File: config.mk
export PLATFORM = sky130hd
export DESIGN_NAME = muldiv_unit
export DESIGN_NICKNAME = d
export VERILOG_FILES = /design/src/rtl/muldiv_pkg.sv /design/src/rtl/muldiv_div_step.sv /design/src/rtl/muldiv_unit.sv
export SDC_FILE = /design/constraint.sdc
export NUM_CORES = 1
export LEC_CHECK = 0
export BUFFER_PORTS_ARGS = -buffer_cell sky130_fd_sc_hd__buf_2
export CORE_ASPECT_RATIO = 0.8
export CORE_MARGIN = 8
export CORE_UTILIZATION = 60
export CTS_BUF_LIST = sky130_fd_sc_hd__clkbuf_8
export CTS_CLUSTER_DIAMETER = 30
export DETAILED_ROUTE_END_ITERATION = 10
export PLACE_DENSITY = 0.8
export SYNTH_ARGS = -nofsm -noshare
export SYNTH_HDL_FRONTEND = slang
export SYNTH_SLANG_ARGS = --single-unit
File: constraint.sdc
create_clock -name clk -period 3.9 [get_ports clk]
set_input_delay 0.78 -clock clk [delete_from_list [all_inputs] [get_ports clk]]
set_output_delay 0.78 -clock clk [all_outputs]
set_load 0.01 [all_outputs]
File: src/rtl/muldiv_pkg.sv
// Shared encodings and iteration-count helper for the iterative multiply/divide unit.
package muldiv_pkg;
  typedef enum logic [1:0] {MULT = 2'b00, MULTU = 2'b01, DIV = 2'b10, DIVU = 2'b11} op_e;
  typedef enum logic [1:0] {IDLE, RUN, FIX} state_e;

  function automatic int iter_count(int width, int mul_step, logic is_div);
    return is_div ? width : width / mul_step;
  endfunction
endpackage

File: src/rtl/muldiv_div_step.sv
// One restoring-division step: shift in the next dividend bit, subtract the divisor if it fits.
module div_step #(
  parameter int WIDTH = 32
) (
  input  logic [WIDTH-1:0] rem_in,
  input  logic             bit_in,
  input  logic [WIDTH-1:0] divisor,
  output logic [WIDTH-1:0] rem_out,
  output logic             q
);
  logic [WIDTH:0] trial, diff;

  assign trial   = {rem_in, bit_in};
  assign diff    = trial - {1'b0, divisor};
  // rem_in < divisor keeps diff below 2^WIDTH when it fits, so the top bit is a clean borrow
  assign q       = ~diff[WIDTH];
  assign rem_out = q ? diff[WIDTH-1:0] : trial[WIDTH-1:0];
endmodule

File: src/rtl/muldiv_unit.sv
// Iterative signed/unsigned multiply and restoring divide with HI/LO registers and flush abort.
module muldiv_unit
  import muldiv_pkg::*;
#(
  parameter int WIDTH    = 32,
  parameter int MUL_STEP = 1
) (
  input  logic             clk,
  input  logic             rst,
  input  logic             start,
  input  logic [1:0]       op,
  input  logic [WIDTH-1:0] a,
  input  logic [WIDTH-1:0] b,
  input  logic             flush,
  input  logic             wr_hi,
  input  logic             wr_lo,
  input  logic [WIDTH-1:0] wdata,
  output logic             busy,
  output logic             done,
  output logic [WIDTH-1:0] hi,
  output logic [WIDTH-1:0] lo
);
  localparam int CW = $clog2(WIDTH + 1);
  localparam logic [CW-1:0] N_MUL = CW'(iter_count(WIDTH, MUL_STEP, 1'b0));
  localparam logic [CW-1:0] N_DIV = CW'(iter_count(WIDTH, MUL_STEP, 1'b1));

  state_e             state;
  logic               is_div, q_neg, r_neg, dz;
  logic [CW-1:0]      cnt;
  logic [2*WIDTH-1:0] acc, mc, mul_sum, prod;
  logic [WIDTH-1:0]   bm, a_orig, a_mag, b_mag, rem_nxt, quo, rem;
  logic               signed_op, a_neg, b_neg, q_bit;

  assign signed_op = (op == MULT) || (op == DIV);
  assign a_neg     = signed_op & a[WIDTH-1];
  assign b_neg     = signed_op & b[WIDTH-1];
  assign a_mag     = a_neg ? -a : a;
  assign b_mag     = b_neg ? -b : b;
  assign busy      = (state != IDLE);

  // MUL_STEP partial products retired per cycle, multiplicand pre-shifted in mc
  always_comb begin
    mul_sum = acc;
    for (int j = 0; j < MUL_STEP; j++)
      if (bm[j]) mul_sum = mul_sum + (mc << j);
  end

  // Divide keeps {remainder, dividend/quotient} in acc, shifting left one bit per step
  div_step #(.WIDTH(WIDTH)) u_div_step (
    .rem_in (acc[2*WIDTH-1:WIDTH]),
    .bit_in (acc[WIDTH-1]),
    .divisor(bm),
    .rem_out(rem_nxt),
    .q      (q_bit)
  );

  assign prod = q_neg ? -acc : acc;
  assign quo  = q_neg ? -acc[WIDTH-1:0] : acc[WIDTH-1:0];
  assign rem  = r_neg ? -acc[2*WIDTH-1:WIDTH] : acc[2*WIDTH-1:WIDTH];

  always_ff @(posedge clk) begin
    if (rst) begin
      state  <= IDLE;
      hi     <= '0;
      lo     <= '0;
      done   <= 1'b0;
      is_div <= 1'b0;
      q_neg  <= 1'b0;
      r_neg  <= 1'b0;
      dz     <= 1'b0;
      cnt    <= '0;
      acc    <= '0;
      mc     <= '0;
      bm     <= '0;
      a_orig <= '0;
    end else begin
      done <= 1'b0;
      case (state)
        IDLE: begin
          if (wr_hi) hi <= wdata;
          if (wr_lo) lo <= wdata;
          if (start && !flush) begin
            is_div <= op[1];
            dz     <= (b == '0);
            a_orig <= a;
            q_neg  <= a_neg ^ b_neg;
            r_neg  <= a_neg;
            bm     <= b_mag;
            mc     <= {{WIDTH{1'b0}}, a_mag};
            acc    <= op[1] ? {{WIDTH{1'b0}}, a_mag} : '0;
            cnt    <= op[1] ? N_DIV : N_MUL;
            state  <= RUN;
          end
        end
        RUN: begin
          if (flush) state <= IDLE;
          else begin
            if (is_div) acc <= {rem_nxt, acc[WIDTH-2:0], q_bit};
            else begin
              acc <= mul_sum;
              mc  <= mc << MUL_STEP;
              bm  <= bm >> MUL_STEP;
            end
            cnt <= cnt - 1'b1;
            if (cnt == CW'(1)) state <= FIX;
          end
        end
        FIX: begin
          state <= IDLE;
          if (!flush) begin
            done <= 1'b1;
            if (!is_div) begin
              hi <= prod[2*WIDTH-1:WIDTH];
              lo <= prod[WIDTH-1:0];
            end else if (dz) begin
              hi <= a_orig;
              lo <= '1;
            end else begin
              hi <= rem;
              lo <= quo;
            end
          end
        end
        default: state <= IDLE;
      endcase
    end
  end
endmodule

Word level (Yosys, flattened, before mapping)

Cells that the tools add are included.

Flip-flop bits (word level): 269
Output and inout bits: 66
Word-level logic and storage cells: 93

Muxes and demuxes: 38
Equal/unequal tests: 12
Reductions and logical operators: 17
Bitwise gates (word level): 5
$add $sub $neg: 8

Operator list:

| operator                                                            | count |
|---|---|
| 32-bit two-way mux                                                  | 17 |
| 64-bit two-way mux                                                  | 8 |
| 64-bit one-hot mux with 2 select lines                              | 2 |
| 32-bit one-hot mux with 2 select lines                              | 3 |
| 32-bit negation                                                     | 4 |
| 64-bit adder                                                        | 1 |
| 64-bit negation                                                     | 1 |
| 33-bit by 32-bit subtractor with 33-bit output                      | 1 |
| 32-bit logical NOT                                                  | 1 |
| 6-bit two-way mux                                                   | 2 |
| 2-bit != test (second input constant)                               | 6 |
| 6-bit one-hot mux with 2 select lines                               | 1 |
| 3-bit AND reduction                                                 | 3 |
| 4-bit AND reduction                                                 | 2 |
| 6-bit by 1-bit == test with 1-bit output (second input constant)    | 1 |
| 2-bit two-way mux                                                   | 3 |
| 3-bit != test (second input constant)                               | 2 |
| 2-bit nonzero test                                                  | 3 |
| 6-bit by 1-bit subtractor with 6-bit output (second input constant) | 1 |
| 2-bit == test (second input constant)                               | 2 |
| 2-bit logical NOT                                                   | 2 |
| 2-bit one-hot mux with 2 select lines                               | 1 |
| 2-bit AND reduction                                                 | 2 |
| 1-bit bitwise AND                                                   | 2 |
| other kinds (8)                                                     | 9 |

Longest topological paths before layout

Gate-level depths: netlist (run 1).

Depth in word-level cells: 7
Mapped depth: 15
Depth with buffers taken out: 13

Cells and area by module

A second synthesis (run 1) with hierarchy kept.

Cell total of the unflattened synthesis: 2856
Area total of the unflattened synthesis: 21008.9 sq um

Modules (own cells, without submodules):

| module      | cells each | times used | area an instance (sq um) |
|---|---|---|---|
| muldiv_unit | 2551       | 1          | 18650.4 |
| div_step    | 305        | 1          | 2358.5 |

Worst setup path before layout (run 1)

No wires, ideal clock.

Path type: register to register
From: reg acc[31]
To: reg acc[56]
Path buffers: 3
Arrival time: 3.059 ns
Path slack: 0.705 ns
Library setup time: 0.136 ns
Cell stages (with the launch flop): 15
Cell sequence: dfxtp_1 inv_1 ha_1 fa_1 nor2b_1 o31a_1 o221a_2 o211ai_1 a2111o_1 and4_1 buf_2 buf_2 buf_2 o21ai_0 o221ai_1

Cells in the longest elaborated chain, start to end: 5
Elaborated cells on any way between the ends: 7

RTL lines:

| what                                                                                  | RTL line                                 | source |
|---|---|---|
| from (decl)                                                                           | muldiv_unit.sv:30                        | `logic [2*WIDTH-1:0] acc, mc, mul_sum, prod;` |
| from (signal assigned)                                                                | muldiv_unit.sv:90                        | `acc <= op[1] ? {{WIDTH{1'b0}}, a_mag} : '0;` |
| from (signal assigned)                                                                | muldiv_unit.sv:98                        | `if (is_div) acc <= {rem_nxt, acc[WIDTH-2:0], q_bit};` |
| from (signal assigned)                                                                | muldiv_unit.sv:100                       | `acc <= mul_sum;` |
| 64-bit adder / 33-bit by 32-bit subtractor with 33-bit output (equally long branches) | muldiv_unit.sv:45, muldiv_div_step.sv:14 |  |
| 64-bit two-way mux / 32-bit two-way mux (equally long branches)                       | muldiv_unit.sv:45, muldiv_div_step.sv:17 |  |
| 64-bit two-way mux (*)                                                                | muldiv_unit.sv:98                        |  |
| 64-bit two-way mux (*)                                                                | muldiv_unit.sv:96                        | `if (flush) state <= IDLE;` |
| 64-bit one-hot mux with 2 select lines (*)                                            | muldiv_unit.sv:78                        | `case (state)` |

Mark *: on every way between the ends. The rest lies on a longest branch, timed or not. The select of a mux whose other input is x is not followed.
A chain may end at the register's enable or synchronous reset.

Worst setup path after layout (run 1)

From: reg acc[13]
To: reg acc[60]

Cells in the longest elaborated chain, start to end: 5

RTL lines:

| what                                   | RTL line          | source |
|---|---|---|
| 64-bit adder                           | muldiv_unit.sv:45 | `if (bm[j]) mul_sum = mul_sum + (mc << j);` |
| 64-bit two-way mux                     | muldiv_unit.sv:45 |  |
| 64-bit two-way mux                     | muldiv_unit.sv:98 |  |
| 64-bit two-way mux                     | muldiv_unit.sv:96 |  |
| 64-bit one-hot mux with 2 select lines | muldiv_unit.sv:78 |  |

No other way between the ends. The select of a mux whose other input is x is not followed.

==> out/results.env, run 1 <==
STATUS='completed'
CP_REQUIRED_NS=4.40
SYN-INSTANCE-COUNT=2906
MIN_PERIOD_OVER_PERIOD=0.949
GP_CONGESTION=1.05
SYNTH-MAIN-FF-CELL='sky130_fd_sc_hd__dfxtp_1'
WORST-PATH-BUF-INV=0
GRT_MAX_DEGREE=141
TOTAL_POWER_PER_UNIT_CELL_AREA_mW_PER_MM2=387
CTS_RESIZED=0
GRT_FIRST_PASS_WIRELENGTH_MM=125
SETUP.WORST_PATH.CLASS='flop to flop'
FINAL.FILL_COUNT=2964
CLOCK_PATH_BUFFERS=3
DIEAREA_MM2=0.0413
LAYOUT-DRIVE-GT1-SHARE=0.142
TIMING.MAX_CAP.VIOLATIONS=0
CTS.SINKS=269
CTS.HOLD.BUFFERS_ADDED=0
DRT-PASS1-ITER-COUNT=10
GRT_SETUP_UNREPAIRED='false'
PLACE.PORT_BUFFERS=169
CLKLATENCYLATEPIN_NS=0.63
NUM_IO_PINS=170
ROUTE.DETAILED.VIAS_PER_INST=6.72
YS_FF_LATCH=269
TIMING.REG2REG.SETUP_SLACK_NS=0.20
FINAL_ANTENNA_NET_COUNT=0
LAYOUT.CELLS.MOST_COMMON_LIST='386 x sky130_fd_sc_hd__nand2_1, 346 x sky130_fd_sc_hd__a21oi_1, 266 x sky130_fd_sc_hd__dfxtp_1'
VIAS=23800
WORST_PIN_SLEW_NS=1.10
REPORT.FINAL.SETUP_VIOL=0
MEAN_POST_SYNTH_CELL_AREA_UM2=7.23
TOTAL_NEGATIVE_SETUP_SLACK_NS=0
FMAX_GHz=0.270
POST_CTS.REPAIR.SETUP_BUFFERS=0
DIE_OUTLINE_HEIGHT_UM=183
LAYOUT_MIN_CYCLE_TIME_NS=3.70
DRT_DRC_VIOLATIONS_LEFT=0
MAX_SLEW_VIOLATION_COUNT=0
CORE_AREA_MM2=0.0347
SYN-NUM-NETS=3113
TIMING.CRITICAL_PATH.SLOWEST_STAGE_CELL='sky130_fd_sc_hd__or4b_1'
POWER.LEAKAGE_nW=9.57
NUMBER_OF_SYNTHESIZED_FLOPS_WITH_AN_ENABLE_PIN=0
START_KIND='flop'
SYNTH.LIB_CELLS_USED.DISTINCT=90
VIAS_IN_THE_FIRST_GLOBAL_ROUTE=21700
FLOORPLAN.INITIALDENSITY=0.606
POST_SYNTH_INSTANCE_AREA_MM2=0.0210
NUMCTSBUFFERS=67
CRITPATHCAPTURETYPE='flop'
WORST_SETUP_HOLD_PATH_CLK_SLEW_NS=0.06
MAXSLEWHEADROOM=0.266
CTS_TREE='built'
NUMBER_OF_CELLS_AFTER_DETAILED_PLACEMENT=3420
PLACE.DETAILED.HPWL_MM=62.4
AREAGROWTHSYNTHTOFINISH_PCT=13.7
SKEW_NS=0.0493
GRT_ANTENNA_BEFORE_REPAIR=4
LAYOUT.NETS=3224
MOSTFREQUENTLAYOUTCELL='sky130_fd_sc_hd__nand2_1'
SYNTH_SEQ_AREA_SHARE=0.256
WORST_PATH_MAX_STAGE_DELAY_NS=0.61
DRT_FIRST_ITER_VIOLATIONS=3615
ROUTEDWLPERCELL_UM=23.3
REPORT.POWER.TOTAL_mW=9.25
DIE_X_UM=225
CTS-ROOT-BUF='sky130_fd_sc_hd__clkbuf_8'
FINAL-HOLD-VIOLATION-COUNT=0
GRT_UTIL_ALL_LAYERS=0.381
MAX-VDD-IR-DROP_mV=0.386
SYNTHARSTFLOPSHARE=0
FINALWIRELENGTH_MM=82.4
FLOORPLAN.ROWS=61
WORST_HOLD_PATH_TYPE='primary input to flop'
FINAL_GLOBAL_ROUTE_OVERFLOW_TOTAL=0
YOSYS_WARNINGS=0
FINISH.UTILIZATION=0.689
LAYOUTNONFILLERINSTCOUNT=3542
CTS.HTREE.LEVELS=3
ARRIVAL_NS=4.20
PATH_MAX_FANOUT=8
WORSTPATHCELLLIST='ha_1 -> a21oi_1 -> o21ai_0 -> a311oi_1 -> a31oi_2 -> or4b_1 -> a31o_2 -> nor3_2 -> o21ai_1 -> and4_1 -> or3_1'
CP_TOP_FAMILY='compound AO/OA/AOI/OAI gates'
-- synthesized netlist by cell type, drive strengths merged, types with 34 or more instances --
| cell | instances | area share |
|---|---|---|
| buf | 41 | 0.010 |
| o31ai | 36 | 0.013 |
| o21ai | 210 | 0.050 |
| nor2 | 236 | 0.042 |
| dfxtp | 269 | 0.26 |
| nand2 | 388 | 0.070 |
| a211oi | 61 | 0.022 |
| xor2 | 71 | 0.030 |
| xnor2 | 127 | 0.053 |
| a21o | 40 | 0.014 |
| clkbuf | 176 | 0.033 |
| nand3 | 72 | 0.017 |
| o211ai | 37 | 0.013 |
| o221ai | 58 | 0.024 |
| mux2i | 34 | 0.016 |
| a21oi | 349 | 0.083 |
| inv | 85 | 0.015 |
| ha | 101 | 0.060 |
| nor3 | 105 | 0.027 |
-- power breakdown --
part | internal, mW | leakage [nW] | switching (mW)
clock | 2.53 | 0.827 | 1.56
combinational | 0.725 | 6.54 | 1.38
sequential | 2.91 | 2.20 | 0.155
-- path summary, 6_finish.rpt --
| path | depth (start not counted) | endpoint | from |
|---|---|---|---|
| setup / recovery | 11 | acc[60] | acc[13] |
| hold / removal | 3 | a_orig[6] | a[6] |
| setup reg to reg | 11 | acc[60] | acc[13] |
| hold reg to reg | 2 | lo[31] | lo[31] |
-- through the flow --
stage / instance area (um2) / hold WS (ns) / setup WS, ns
2_1_floorplan: 21000 / 0.433 / 0.705
3_3_place_gp: 22300 / 0.438 / 0.234
3_5_place_dp: 22300 / 0.442 / 0.154
4_1_cts: 23900 / 0.418 / 0.145
5_1_grt: 23900 / 0.442 / 0.00130
6_report: 23900 / 0.443 / 0.198
-- metal layers --
metal | up-vias | track usage | part of all wire
met4 | 8 | 0.128 | 0.034
met2 | 1618 | 0.541 | 0.40
li1 | 10800 | - | -
met3 | 213 | 0.136 | 0.15
met1 | 11200 | 0.527 | 0.41
met5 | - | 0 | 0.00057
-- final cells by class --
class / count / area (um2) / share of cell area
sequential: 269 / 5390 / 0.226
tap: 472 / 591 / 0.0247
clock buffer: 82 / 1130 / 0.0472
timing repair buffer: 259 / 1570 / 0.0655
multi-input combinational: 2335 / 14400 / 0.604
antenna: 1 / 2.50 / 0.000105
inverter: 85 / 319 / 0.0134
clock inverter: 39 / 454 / 0.0190
-- state kept, by name, indices dropped and copies added, names as in the netlist --
signal and cells:
q_neg 1, acc 64, r_neg 1, a_orig 32, mc 64, is_div 1
lo 32, hi 32, dz 1, state 2, bm 32, cnt 6
done 1
-- worst register-to-register path: stages, from the launching register on --
cell and delay, ns:
sky130_fd_sc_hd__dfxtp_1 0.37, sky130_fd_sc_hd__ha_1 0.46, sky130_fd_sc_hd__a21oi_1 0.15, sky130_fd_sc_hd__o21ai_0 0.27, sky130_fd_sc_hd__a311oi_1 0.16, sky130_fd_sc_hd__a31oi_2 0.35, sky130_fd_sc_hd__or4b_1 0.61, sky130_fd_sc_hd__a31o_2 0.36
sky130_fd_sc_hd__nor3_2 0.18, sky130_fd_sc_hd__o21ai_1 0.14, sky130_fd_sc_hd__and4_1 0.22, sky130_fd_sc_hd__or3_1 0.34
-- logic make-up (layout without fill, tap and decap cells) --
group,after synthesis,after routing,share of synthesized area
other,0,1,0
adders and majority gates,103,103,0.0621
DFF,269,269,0.256
buffers and inverters,302,465,0.0591
xor gates and xnor gates,198,198,0.0826
AOI/OAI and AO/OA,981,981,0.295
and+or+nand+nor,1012,1012,0.225
muxes,41,41,0.0200
Power figures use the tool's default switching activity.
==> inputs of run 2 (changes only) <==
--- a/config.mk
+++ b/config.mk
@@ -15,4 +15,5 @@
 export PLACE_DENSITY = 0.8
 export SYNTH_ARGS = -nofsm -noshare
 export SYNTH_HDL_FRONTEND = slang
+export SYNTH_HIERARCHICAL = 1
 export SYNTH_SLANG_ARGS = --single-unit
==> run 2 against run 1 <==
Core utilization is 0.44 points higher. Synthesized area about the same. Worst setup slack got worse by 0.11 ns. Clock power fell by 6.9%.
==> out/results.env, run 2 <==
SETUP.WORST_PATH.CLASS='flop to flop'
MAX-VDD-IR-DROP_mV=0.354
CTS.HOLD.BUFFERS_ADDED=0
DRT_DRC_VIOLATIONS_LEFT=0
POWER.NET_SWITCHING_mW=2.97
PRECTSSETUPSLACK_NS=-0.0547
FINAL_DESIGN_AREA_NO_FILL_MM2=0.0240
CRITPATHCAPTURETYPE='flop'
CLOCK_PATH_BUFFERS=3
DRT-PASS1-ITER-COUNT=7
GRT_SETUP_UNREPAIRED='true'
SYNTH_LARGEST_AREA_CELL='sky130_fd_sc_hd__dfxtp_1'
WORST_PATH_MOST_REPEATED_CELL='sky130_fd_sc_hd__o2111ai_2'
DIE_OUTLINE_HEIGHT_UM=183
FINALWIRELENGTH_MM=84.9
NUMBER_OF_SYNTHESIZED_FLOPS_WITH_AN_ENABLE_PIN=0
SYNTH_LARGEST_TYPE_AREA_FRACTION=0.256
MOST_COMMON_CELL_IN_THE_NETLIST='sky130_fd_sc_hd__nand2_1'
SW_FRAC_OF_TOTAL=0.332
GRT_UTIL_ALL_LAYERS=0.388
WORST_PIN_SLEW_NS=1.11
POST_SYNTH_MAIN_AREA_CONTRIBUTORS='sky130_fd_sc_hd__dfxtp_1 26%, sky130_fd_sc_hd__a21oi_1 7.3%, sky130_fd_sc_hd__nand2_1 6.0%'
LAYOUT_TOP_REGISTERS='acc: 64 flops, mc: 64 flops'
P_CLK_FRAC=0.425
NUM_IO_PINS=170
NUMCTSBUFFERS=58
CP_REQUIRED_NS=4.44
HOLD_DEPTH=3
LAYOUT-DRIVE-GT1-SHARE=0.154
DRT_FIRST_ITER_VIOLATIONS=3784
GRT_ANTENNA_BEFORE_REPAIR=6
GRT_MAX_DEGREE=111
MOSTFREQUENTLAYOUTCELL='sky130_fd_sc_hd__nand2_1'
LAYOUT_MIN_CYCLE_TIME_NS=3.81
MEAN_POST_SYNTH_CELL_AREA_UM2=7.36
SYNTH-MAIN-FF-CELL='sky130_fd_sc_hd__dfxtp_1'
WORST_SETUP_HOLD_PATH_CLK_SLEW_NS=0.06
AREAGROWTHSYNTHTOFINISH_PCT=14.4
SYNTH_SEQ_AREA_SHARE=0.256
YS_FF_LATCH=269
GRT_FIRST_PASS_WIRELENGTH_MM=128
CTS-ROOT-BUF='sky130_fd_sc_hd__clkbuf_8'
LAYOUT.CELLS.MOST_COMMON_LIST='337 x sky130_fd_sc_hd__nand2_1, 304 x sky130_fd_sc_hd__a21oi_1, 286 x sky130_fd_sc_hd__nor2_1'
CELL_INTERNAL_PWR_mW=5.99
CTS_TREE='built'
FLOORPLAN.ROWS=61
VIAS_IN_THE_FIRST_GLOBAL_ROUTE=21800
ROUTE.DETAILED.VIAS_PER_INST=6.91
SYN-INSTANCE-COUNT=2856
ROUTEDWLPERCELL_UM=24.1
TOTAL_NEGATIVE_SETUP_SLACK_NS=0
FINAL-HOLD-VIOLATION-COUNT=0
SEQ_POWER_SHARE=0.343
DIEAREA_MM2=0.0413
REPORT.FINAL.SETUP_VIOL=0
CORE_AREA_MM2=0.0347
WORSTPATHCELLLIST='inv_1 -> ha_1 -> fa_1 -> and2b_1 -> o2111ai_2 -> a21oi_2 -> o2111ai_2 -> a211oi_2 -> nor2_4 -> mux2i_4 -> and2_4 -> clkinv_8 -> mux2_4 -> nand2_1 -> o21ai_0 -> nand3_1 -> a2111oi_2'
SYNTHARSTFLOPSHARE=0
FIN_WS_NS=0.0903
CTS.SINKS=269
P_COMB_FRAC=0.232
FINAL_ANTENNA_NET_COUNT=0
TOTAL_POWER_PER_UNIT_CELL_AREA_mW_PER_MM2=373
TIMING.MAX_CAP.VIOLATIONS=0
DETAILROUTE.WIRELENGTH.MET3_MM=13.7
PLACE.PORT_BUFFERS=169
SYNTH.LIB_CELLS_USED.DISTINCT=103
SYNTH_COMMONEST_CELLS='338 x sky130_fd_sc_hd__nand2_1, 307 x sky130_fd_sc_hd__a21oi_1, 289 x sky130_fd_sc_hd__nor2_1'
FINAL_GLOBAL_ROUTE_OVERFLOW_TOTAL=0
FLOORPLAN.INITIALDENSITY=0.606
MAX_SLEW_VIOLATION_COUNT=0
YOSYS_WARNINGS=6
TIMING.REG2REG.WORST_PATH_DEPTH=17
DIE_X_UM=225
CLKLATENCYLATEPIN_NS=0.66
MIN_PERIOD_OVER_PERIOD=0.977
VIAS=24300
GP_CONGESTION=1.03
ARRIVAL_NS=4.35
WL_MET1_MM=34.6
WORST_PATH_MAX_STAGE_DELAY_NS=0.40
POST_SYNTH_INSTANCE_AREA_MM2=0.0210
SKEW_NS=0.0305
POWER.LEAKAGE_nW=9.79
TIMING.CRITICAL_PATH.SLOWEST_STAGE_CELL='sky130_fd_sc_hd__fa_1'
WL_MET2_MM=33.5
CTS.HTREE.LEVELS=2
PLACE.DETAILED.HPWL_MM=63.6
AREA_AFTER_DETAILED_PLACEMENT_MM2=0.0225
STATUS='completed'
MAXSLEWHEADROOM=0.258
PATH_MAX_FANOUT=12
FMAX_GHz=0.262
START_KIND='flop'
TOP_SIGNAL_LAYER_USED='met5'
LAYOUT.NETS=3207
WORST_HOLD_PATH_TYPE='primary input to flop'
SYN-NUM-NETS=3063
run 2: changes by cell type in the layout (fill, tap and decap cells not counted), moves of 22 or more:
cell,before,now
sky130_fd_sc_hd__a21oi_1,346,304
sky130_fd_sc_hd__a22oi_1,19,54
sky130_fd_sc_hd__buf_4,87,117
sky130_fd_sc_hd__nand2_1,386,337
sky130_fd_sc_hd__nand3_1,71,49
sky130_fd_sc_hd__nor2_1,232,286
sky130_fd_sc_hd__o21ai_0,199,161
run 2: per-layer routing:
metal / vias up / global-route usage
li1: 10800 / -
met3: 298 / 0.138
met2: 1851 / 0.543
met5: - / 0
met4: 8 / 0.122
met1: 11400 / 0.548
run 2: worst max-delay path, delay by kind of cell (launching register included):
family / cells / cell delay, ns
AO/OA/AOI/OAI: 6 / 1.38
adder cells (fa/ha/maj): 2 / 0.62
buffers and inverters: 2 / 0.18
flip-flops: 1 / 0.33
multiplexers: 2 / 0.41
AND/OR/NAND/NOR: 5 / 0.76
run 2: kinds of logic after synthesis:
logic type,count (synthesis),share of synthesized area
adder cells (fa/ha/maj),103,0.0621
flip-flops,269,0.256
AO/OA/AOI/OAI,964,0.298
XOR/XNOR,202,0.0842
buffers and inverters,284,0.0556
AND/OR/NAND/NOR,991,0.218
multiplexers,43,0.0260
run 2: layout make-up:
| type | count | area (um2) |
|---|---|---|
| Clock buffer | 67 | 922 |
| Antenna cell | 3 | 7.51 |
| Fill cell | 2970 | 10600 |
| Clock inverter | 40 | 510 |
| Tap cell | 472 | 591 |
| Multi-Input combinational cell | 2303 | 14500 |
| Sequential cell | 269 | 5390 |
| Inverter | 79 | 309 |
| Timing Repair inverter | 1 | 8.76 |
| Timing Repair Buffer | 288 | 1770 |
run 2: what timing repair did:
| item | in CTS | in global routing |
|---|---|---|
| hold endpoints to repair | 0 | 0 |
| pin swaps | 0 | 3 |
| setup endpoints to repair | 3 | 15 |
| gates resized for setup | 0 | 11 |
| buffers inserted | 1 | 2 |
| gates cloned | 0 | 1 |
run 2: path summary, 6_finish.rpt:
check          start        end  slack, ns
max          acc[31]    acc[60]       0.09
min             a[6]  a_orig[6]       0.40
max reg2reg  acc[31]    acc[60]       0.09
min reg2reg   lo[17]     lo[17]       0.45
run 2: stage by stage:
| stage | std cells | hold WS (ns) | power (mW) | util |
|---|---|---|---|---|
| after global placement | 3408 | 0.436 | 5.04 | 0.650 |
| final | 3522 | 0.400 | 8.96 | 0.694 |
| after global routing | 3521 | 0.415 | 9.25 | 0.694 |
| after detailed placement | 3408 | 0.444 | 5.09 | 0.650 |
| after floorplan | 2856 | 0.433 | 4.41 | - |
| after CTS | 3516 | 0.378 | 8.84 | 0.692 |
run 2: power groups by stage:
stage                     Clock [mW]  Sequential (mW)  Combinational [mW]
final                           3.80             3.07                2.08
after global routing            3.96             3.08                2.20
after CTS                       3.80             3.06                1.98
after detailed placement           0             3.12                1.96
after global placement             0             3.11                1.93
after floorplan                    0             3.10                1.31
